<file path="src/rtl/fifo_mem_sink.sv">
// fifo_mem_sink: drains the interpolator output FIFO into the output memory.
// A start pulse latches depth/offset/mode and issues one FIFO read per cycle
// while data is available. Each read becomes a registered memory write one
// cycle later. The address mode is absolute, offset or append.
// Optional build macro SINK_TIMEOUT_EN bounds the time spent stalled on an empty
// FIFO. When the bound is reached the transfer ends in DONE with the timeout flag set.
module fifo_mem_sink #(
    parameter int DATA_WIDTH     = 32,
    parameter int ADDR_WIDTH     = 8,
    parameter int CNT_WIDTH      = 16,
    parameter int TIMEOUT_CYCLES = 1024
) (
    input  logic                  clk,
    input  logic                  rstn,
    input  logic                  start_i,
    input  logic                  empty_i,
    input  logic [127:0]          config_reg,
    input  logic [DATA_WIDTH-1:0] data_i,
    output logic                  RE_fifo_o,
    output logic                  WE_mem_o,
    output logic [ADDR_WIDTH-1:0] addr_mem_o,
    output logic [DATA_WIDTH-1:0] data_mem_o,
    output logic [7:0]            status_reg
);

    localparam logic [1:0] S_IDLE  = 2'd0;
    localparam logic [1:0] S_DRAIN = 2'd1;
    localparam logic [1:0] S_FLUSH = 2'd2;
    localparam logic [1:0] S_DONE  = 2'd3;

    localparam logic [1:0] M_OFFSET = 2'b01;
    localparam logic [1:0] M_APPEND = 2'b10;

    logic [1:0]            state_q, state_d;
    logic [CNT_WIDTH-1:0]  issue_cnt_q, issue_cnt_d;
    logic [CNT_WIDTH-1:0]  depth_q, depth_d;
    logic [ADDR_WIDTH-1:0] offset_q, offset_d;
    logic [1:0]            mode_q, mode_d;
    logic [ADDR_WIDTH-1:0] addr_save_q, addr_save_d;
    logic                  we_q;
    logic [ADDR_WIDTH-1:0] addr_q;

    logic re;
    logic stall;
    logic aborted;
    logic tmo_limit;
    logic timeout_flag;

    // Only depth, offset and mode are consumed from the config word.
    logic unused_cfg;
    assign unused_cfg = ^config_reg[127:34];

    // Write address of issue index k; every sum wraps at ADDR_WIDTH bits.
    function automatic logic [ADDR_WIDTH-1:0] issue_addr(
        input logic [1:0]            mode,
        input logic [ADDR_WIDTH-1:0] offset,
        input logic [ADDR_WIDTH-1:0] save,
        input logic [CNT_WIDTH-1:0]  k
    );
        logic [ADDR_WIDTH-1:0] k_w;
        k_w = ADDR_WIDTH'(k);
        case (mode)
            M_OFFSET: return offset + k_w;
            M_APPEND: return save + k_w;
            default:  return k_w;
        endcase
    endfunction

    // Transfer FSM: start/abort handling, read issue, stall detection, append bookkeeping.
    always_comb begin
        state_d     = state_q;
        issue_cnt_d = issue_cnt_q;
        depth_d     = depth_q;
        offset_d    = offset_q;
        mode_d      = mode_q;
        addr_save_d = addr_save_q;
        re          = 1'b0;
        stall       = 1'b0;
        aborted     = 1'b0;
        case (state_q)
            S_IDLE: begin
                if (start_i) begin
                    depth_d     = CNT_WIDTH'(config_reg[15:0]);
                    offset_d    = ADDR_WIDTH'(config_reg[31:16]);
                    mode_d      = config_reg[33:32];
                    issue_cnt_d = '0;
                    state_d     = S_DRAIN;
                end
            end
            S_DRAIN: begin
                if (start_i) begin
                    aborted = 1'b1;
                    state_d = S_IDLE;
                end else if (issue_cnt_q == depth_q) begin
                    state_d = S_FLUSH;
                end else if (empty_i) begin
                    stall = 1'b1;
                    if (tmo_limit) begin
                        state_d = S_DONE;
                    end
                end else begin
                    re          = 1'b1;
                    issue_cnt_d = issue_cnt_q + CNT_WIDTH'(1);
                end
            end
            S_FLUSH: begin
                state_d = S_DONE;
            end
            default: begin
                state_d = S_IDLE;
                if (mode_q == M_APPEND && !timeout_flag) begin
                    addr_save_d = addr_save_q + ADDR_WIDTH'(issue_cnt_q);
                end
            end
        endcase
    end

    // State, latched config and the one-deep write pipeline.
    always_ff @(posedge clk or negedge rstn) begin
        if (!rstn) begin
            state_q     <= S_IDLE;
            issue_cnt_q <= '0;
            depth_q     <= '0;
            offset_q    <= '0;
            mode_q      <= '0;
            addr_save_q <= '0;
            we_q        <= 1'b0;
            addr_q      <= '0;
        end else begin
            state_q     <= state_d;
            issue_cnt_q <= issue_cnt_d;
            depth_q     <= depth_d;
            offset_q    <= offset_d;
            mode_q      <= mode_d;
            addr_save_q <= addr_save_d;
            we_q        <= re;
            if (re) begin
                addr_q <= issue_addr(mode_q, offset_q, addr_save_q, issue_cnt_q);
            end
        end
    end

`ifdef SINK_TIMEOUT_EN
    localparam int STALL_W = $clog2(TIMEOUT_CYCLES + 1);

    logic [STALL_W-1:0] stall_cnt_q;
    logic               timeout_q;

    assign tmo_limit    = (stall_cnt_q == STALL_W'(TIMEOUT_CYCLES - 1));
    assign timeout_flag = timeout_q;

    // Consecutive-stall counter; a stall on the limit cycle forces DONE with timeout.
    always_ff @(posedge clk or negedge rstn) begin
        if (!rstn) begin
            stall_cnt_q <= '0;
            timeout_q   <= 1'b0;
        end else begin
            timeout_q <= stall & tmo_limit;
            if (state_q != S_DRAIN || re) begin
                stall_cnt_q <= '0;
            end else if (stall) begin
                stall_cnt_q <= stall_cnt_q + STALL_W'(1);
            end
        end
    end
`else
    localparam int unused_timeout_cycles = TIMEOUT_CYCLES;

    assign tmo_limit    = 1'b0;
    assign timeout_flag = 1'b0;
`endif

    assign RE_fifo_o  = re;
    assign WE_mem_o   = we_q;
    assign addr_mem_o = addr_q;
    assign data_mem_o = data_i;
    assign status_reg = {3'b000,
                         timeout_flag,
                         aborted,
                         stall,
                         (state_q == S_DRAIN) || (state_q == S_FLUSH),
                         (state_q == S_DONE)};

endmodule

</file>
<file path="config.mk">
export PLATFORM = sky130hd
export DESIGN_NAME = fifo_mem_sink
export DESIGN_NICKNAME = d
export VERILOG_FILES = /design/src/rtl/fifo_mem_sink.sv
export SDC_FILE = /design/constraint.sdc
export NUM_CORES = 1
export LEC_CHECK = 0
export ABC_AREA = 1
export CAP_MARGIN = 20
export CELL_PAD_IN_SITES_DETAIL_PLACEMENT = 0
export CELL_PAD_IN_SITES_GLOBAL_PLACEMENT = 1
export CORE_ASPECT_RATIO = 0.8
export CORE_MARGIN = 4
export CORE_UTILIZATION = 28
export CTS_BUF_LIST = sky130_fd_sc_hd__clkbuf_8
export CTS_CLUSTER_DIAMETER = 30
export DETAILED_ROUTE_END_ITERATION = 8
export GPL_TIMING_DRIVEN = 0
export HOLD_SLACK_MARGIN = 0.15
export MAX_ROUTING_LAYER = met4
export PLACE_DENSITY = 0.87
export SYNTH_ARGS = -nofsm -noshare
export SYNTH_HDL_FRONTEND = slang
export SYNTH_SLANG_ARGS = --single-unit
</file>
<file path="constraint.sdc">
create_clock -name clk -period 2.5 [get_ports clk]
set_clock_uncertainty 0.1 [all_clocks]
set_input_delay 0.25 -clock clk [delete_from_list [all_inputs] [get_ports clk]]
set_output_delay 0.25 -clock clk [all_outputs]
set_load 0.03 [all_outputs]
</file>
Word-level counts from Yosys, hierarchy flattened
Cells that the tools add are included.
{"block": "word_totals", "ff_bits": 61, "in_bits": 164, "output_inout_bits": 50, "elab_cells": 51}
{"block": "classes", "add_sub_neg": 3, "n_eq_ne": 11, "mux": 20, "bitwise_logic": 1, "reduce_logical": 8}
{"operator": "two-way mux 16 bit", "n": 4}
{"operator": "case mux 16 bit (2 select lines)", "n": 1}
{"operator": "adder 16 x 1 -> 16 bit (second input constant)", "n": 1}
{"operator": "adder 8 bit", "n": 2}
{"operator": "== test 16 bit", "n": 1}
{"operator": "case mux 8 bit (2 select lines)", "n": 1}
{"operator": "two-way mux 1 bit", "n": 10}
{"operator": "!= test 2 bit (second input constant)", "n": 4}
{"operator": "== test 2 bit (second input constant)", "n": 3}
{"operator": "two-way mux 2 bit", "n": 3}
{"operator": "case mux 2 bit (3 select lines)", "n": 1}
{"operator": "AND reduction 2 bit", "n": 3}
{"operator": "AND reduction 5 bit", "n": 1}
{"operator": "== test 2 x 1 -> 1 bit (second input constant)", "n": 2}
{"operator": "!= test 3 bit (second input constant)", "n": 1}
{"operator": "OR reduction 3 bit", "n": 1}
{"operator": "logical NOT 2 bit", "n": 1}
{"operator": "nonzero test 2 bit", "n": 1}
{"operator": "logical OR 1 bit", "n": 1}
{"operator": "inverter 1 bit", "n": 1}

Longest topological paths before layout
{"block": "logic_depth", "ltp_word": 5, "ltp_mapped": 14, "mapped_depth_nobuf": 14}

Least setup slack after synthesis
Ideal clock, no wire load.
{"block": "synth_path", "path_kind": "register to register", "start": "reg issue_cnt_q[0]", "end": "reg addr_q[6], in the netlist addr_mem_o[6]", "setup_ns": 0.117, "t_arrival_ns": 1.708, "setup_slack_ns": 0.574, "stages_incl_launch_ff": 14, "path_cell_list": "dfrtp_1 ha_1 inv_1 fa_1 inv_1 nand2_1 nand2_1 nand3_1 nand2_1 nand2_1 nand3_1 nand3_1 nand3_1 nand2_1"}
{"block": "synth_via", "elab_chain_len": 4}
{"element": "start, declared", "line_no": "35", "source": "logic [CNT_WIDTH-1:0] issue_cnt_q, issue_cnt_d;"}
{"element": "start signal, assigned", "line_no": "131", "source": "issue_cnt_q <= issue_cnt_d;"}
{"element": "branches (longest 4 deep; another with adder 8 bit)"}
{"element": "end signal, assigned", "line_no": "138", "source": "addr_q <= issue_addr(mode_q, offset_q, addr_save_q, issue_cnt_q);"}
{"element": "end, declared", "line_no": "41", "source": "logic [ADDR_WIDTH-1:0] addr_q;"}
Several ways; the timed one is not identified.
A chain may end at the register's enable or synchronous reset.

Worst setup path after layout
{"block": "layout_path", "start": "reg issue_cnt_q[7]", "end": "out status_reg[2]"}
{"block": "layout_via", "elab_chain_len": 4}
{"element": "== test 16 bit", "line_no": "94", "source": "end else if (issue_cnt_q == depth_q) begin"}
{"element": "two-way mux 1 bit", "line_no": "94"}
{"element": "two-way mux 1 bit", "line_no": "91", "source": "if (start_i) begin"}
{"element": "two-way mux 1 bit", "line_no": "80", "source": "case (state_q)"}
{"element": "end, declared", "line_no": "23", "source": "output logic [7:0] status_reg"}
Every way passes these cells.

==> impl_metrics.json <==
{
  "dominantRegCellSynth": "sky130_fd_sc_hd__dfrtp_1",
  "met2_wirelength_um": 4820,
  "ant_nets": 0,
  "die_width_um": 148,
  "power.density_mw_per_mm2": 829,
  "fin_crit_ns": 2.35,
  "routed-via-count": 4078,
  "worst_ep_arrival_time_ns": 2.00,
  "cts_max_level": 3,
  "placement.cell_area_sq_mm": 0.00540,
  "pre_cts_slack_ns": -0.347,
  "hold-path-endpoint": "depth_q[12]",
  "cts_sinks": 61,
  "hold_class": "in2reg",
  "max_clock_freq_mhz": 426,
  "post-synth-top-count-cell": "sky130_fd_sc_hd__nand2_1",
  "reg2reg_setup_slack_ns": 0.18,
  "max_slew_margin": 0.481,
  "finalHoldViolCount": 0,
  "timing.rr.end": "depth_q[10]",
  "routabilityCongestion": 0.881,
  "cp_cell_sequence": "buf_4, nor2_1, nor2_1, nor2_1, nand2_1, nor2_4, nand2_2, nand2_2, nor2_1, buf_4, buf_2",
  "avgRoutedWirePerCell_um": 12.9,
  "min_delay_path_depth": 3,
  "placementRows": 40,
  "antenna-diode-count": 0,
  "synth_top_cell_by_area": "sky130_fd_sc_hd__dfrtp_1",
  "post_synth_inst_count": 623,
  "tightest_slew_ns": 0.779,
  "ys_seq_area_frac": 0.349,
  "final_cells": 935,
  "netlist.area_leader.share": 0.349,
  "ctsLongestPathBuffers": 2,
  "post_synth.cell_area_avg_sq_um": 7.03,
  "vias_in_the_first_global_route": 3935,
  "maxSlewViolCount": 0,
  "setup_viol": 0,
  "tritoncts": "built",
  "worst_hold_startpoint": "config_reg[12]",
  "io_pins": 214,
  "nets": 908,
  "final_area_sq_mm": 0.00569,
  "cts_buffers": 9,
  "die_h_um": 120,
  "slowest_stage": "sky130_fd_sc_hd__dfrtp_1",
  "crit_path_max_fanout": 9,
  "layout-drive-gt1-share": 0.153,
  "ff_to_ff_start": "state_q[0]",
  "drt-pass1-iter-count": 5,
  "detailedPlacementHpwl_um": 9270,
  "gr-total-overflow": 0,
  "final.period_utilization": 0.939,
  "worst-r2r-cell-count": 6,
  "synth.cell_area_sq_mm": 0.00438,
  "worst_ir_drop_vdd_uv": 354,
  "synth_enable_flop_cells": 0,
  "yosysUniqueCellTypes": 33,
  "highest_metal_used": "met4",
  "die_area_sq_mm": 0.0177,
  "ys_seq_elements": 61,
  "clk_pin_slew_ns": 0.08,
  "coreArea_sq_mm": 0.0152,
  "detail_route.drc_violations": 0,
  "yosys-top-cells-area": "sky130_fd_sc_hd__dfrtp_1 (35%), sky130_fd_sc_hd__nand2_1 (18%), sky130_fd_sc_hd__buf_4 (6.9%)",
  "cap_viol_max_count": 0,
  "ys_async_sr_fraction": 1.00,
  "setup_repair_after_global_routing_missed_its_margin": "no",
  "worstSetupEndpointType": "output pin",
  "syn2layout_area_growth_pct": 30.0,
  "synth-warning-count": 0,
  "crit_type": "reg2out",
  "worstPathRequired_ns": 2.15,
  "path_common_cell": "sky130_fd_sc_hd__nor2_1",
  "first_pass_grt_wire_length_um": 20200,
  "dp_cells": 911,
  "fin_ws_ns": 0.153,
  "final_wirelength_um": 12100,
  "grt_antenna_before_repair": 0,
  "numPortBuffers": 75,
  "worstSetupStartpointType": "flop",
  "vias_per_cell": 4.36,
  "initial_core_util": 0.289,
  "wl_met3_um": 886,
  "dr.first_iter.drc_count": 245,
  "layout.filler_cells": 1605,
  "grt_util_all_layers": 0.147,
  "outcome": "finished clean",
  "hold_ws_ns": 0.363,
  "grt_start_max_net_pins": 62,
  "routedLengthMet1_um": 6240,
  "synth_common_cells": "sky130_fd_sc_hd__nand2_1 (207), sky130_fd_sc_hd__inv_1 (67), sky130_fd_sc_hd__nor2_1 (65), sky130_fd_sc_hd__dfrtp_1 (61), sky130_fd_sc_hd__buf_4 (40)",
  "slowest_delay_ns": 0.36,
  "clock_insertion_delay_worst_skew_ns": 0.35,
  "p_leak_nw": 2.82,
  "cts_root_buffer": "sky130_fd_sc_hd__clkbuf_8"
}
[timing repair]
action	4_1_cts	5_1_grt
pin swaps	2	0
setup endpoints to repair	3	4
endpoints found under the hold margin	61	0
setup buffers	7	0
hold buffers	1	0
resized for setup	17	8
[logic make-up (layout without fill, tap and decap cells)]
| family | Yosys count | after routing | share of synthesized area |
|---|---|---|---|
| and+or+nand+nor | 343 | 343 | 0.333 |
| xor gates and xnor gates | 10 | 10 | 0.0200 |
| buffers and inverters | 129 | 228 | 0.148 |
| muxes | 8 | 8 | 0.0206 |
| AOI/OAI and AO/OA | 47 | 47 | 0.0563 |
| DFF | 61 | 61 | 0.349 |
| adders and majority gates | 24 | 24 | 0.0720 |
| other | 1 | 4 | 0.000857 |
[per-layer routing]
| layer | vias to the layer above | GRT usage |
|---|---|---|
| li1 | 2114 | - |
| met1 | 1822 | 0.215 |
| met2 | 129 | 0.200 |
| met3 | 13 | 0.0347 |
| met4 | 0 | 0.0419 |
| met5 | - | - |
[metrics by stage]
stage | setup TNS (ns) | total power [mW] | util
finish | 0 | 4.72 | 0.375
global route | 0 | 5.10 | 0.375
CTS | 0 | 4.72 | 0.374
detailed placement | -0.554 | 3.77 | 0.356
global placement | -62.61 | 3.73 | 0.356
floorplan | 0 | 3.04 | -
[cells in the final DEF (no fill, tap or decap), types with 3 or more instances in the layout]
cell                              netlist  final
sky130_fd_sc_hd__o21ai_0               16     15
sky130_fd_sc_hd__clkbuf_1               8      8
sky130_fd_sc_hd__buf_4                 40     48
sky130_fd_sc_hd__nand3b_1               3      3
sky130_fd_sc_hd__buf_2                  3      4
sky130_fd_sc_hd__xor2_1                 8      8
sky130_fd_sc_hd__dfrtp_2                0      7
sky130_fd_sc_hd__clkdlybuf4s50_1        0     72
sky130_fd_sc_hd__nand3_1               36     35
sky130_fd_sc_hd__inv_1                 67     68
sky130_fd_sc_hd__nand2_1              207    206
sky130_fd_sc_hd__nand4_1               19     19
sky130_fd_sc_hd__a21oi_1               24     24
sky130_fd_sc_hd__conb_1                 1      4
sky130_fd_sc_hd__nor2_1                65     64
sky130_fd_sc_hd__dfrtp_1               61     54
sky130_fd_sc_hd__clkbuf_8               0     10
sky130_fd_sc_hd__nor3_1                 3      3
sky130_fd_sc_hd__mux2_2                 8      8
sky130_fd_sc_hd__inv_2                 10     11
sky130_fd_sc_hd__ha_1                  22     19
[flip-flops by register name, indices dropped and copies added, names as in the netlist]
signal / count
depth_q: 16
issue_cnt_q: 16
addr_mem_o: 8
addr_save_q: 8
offset_q: 8
mode_q: 2
state_q: 2
WE_mem_o: 1
[critical path: cells and delay by family (launching register included)]
family | cells | cell delay (ns)
flops | 1 | 0.36
simple gates | 8 | 0.79
buf+inv | 3 | 0.48
[report_power, final]
group	switching (mW)	internal, mW
logic	1.47	0.900
clock network	0.406	0.477
registers	0.186	1.28
[worst max path at each step]
stage          slack, ns            from            end
2_1_floorplan       0.57  issue_cnt_q[0]  addr_mem_o[6]
3_3_place_gp       -1.02            rstn    depth_q[12]
3_5_place_dp       -0.35      state_q[1]      RE_fifo_o
4_1_cts             0.09  issue_cnt_q[7]  status_reg[2]
5_1_grt             0.01  issue_cnt_q[0]  addr_mem_o[4]
6_report            0.15  issue_cnt_q[7]  status_reg[2]
[area by class of cell]
class / count / area, sq um / area share
Multi-Input combinational cell: 436 / 2240 / 0.394
Sequential cell: 61 / 1540 / 0.270
Timing Repair Buffer: 83 / 807 / 0.142
Buffer: 52 / 360 / 0.0633
Inverter: 77 / 289 / 0.0508
Tap cell: 210 / 263 / 0.0462
Clock buffer: 10 / 138 / 0.0242
Clock inverter: 6 / 55.1 / 0.00967
Note: power is estimated with default switching activity, not from simulation.
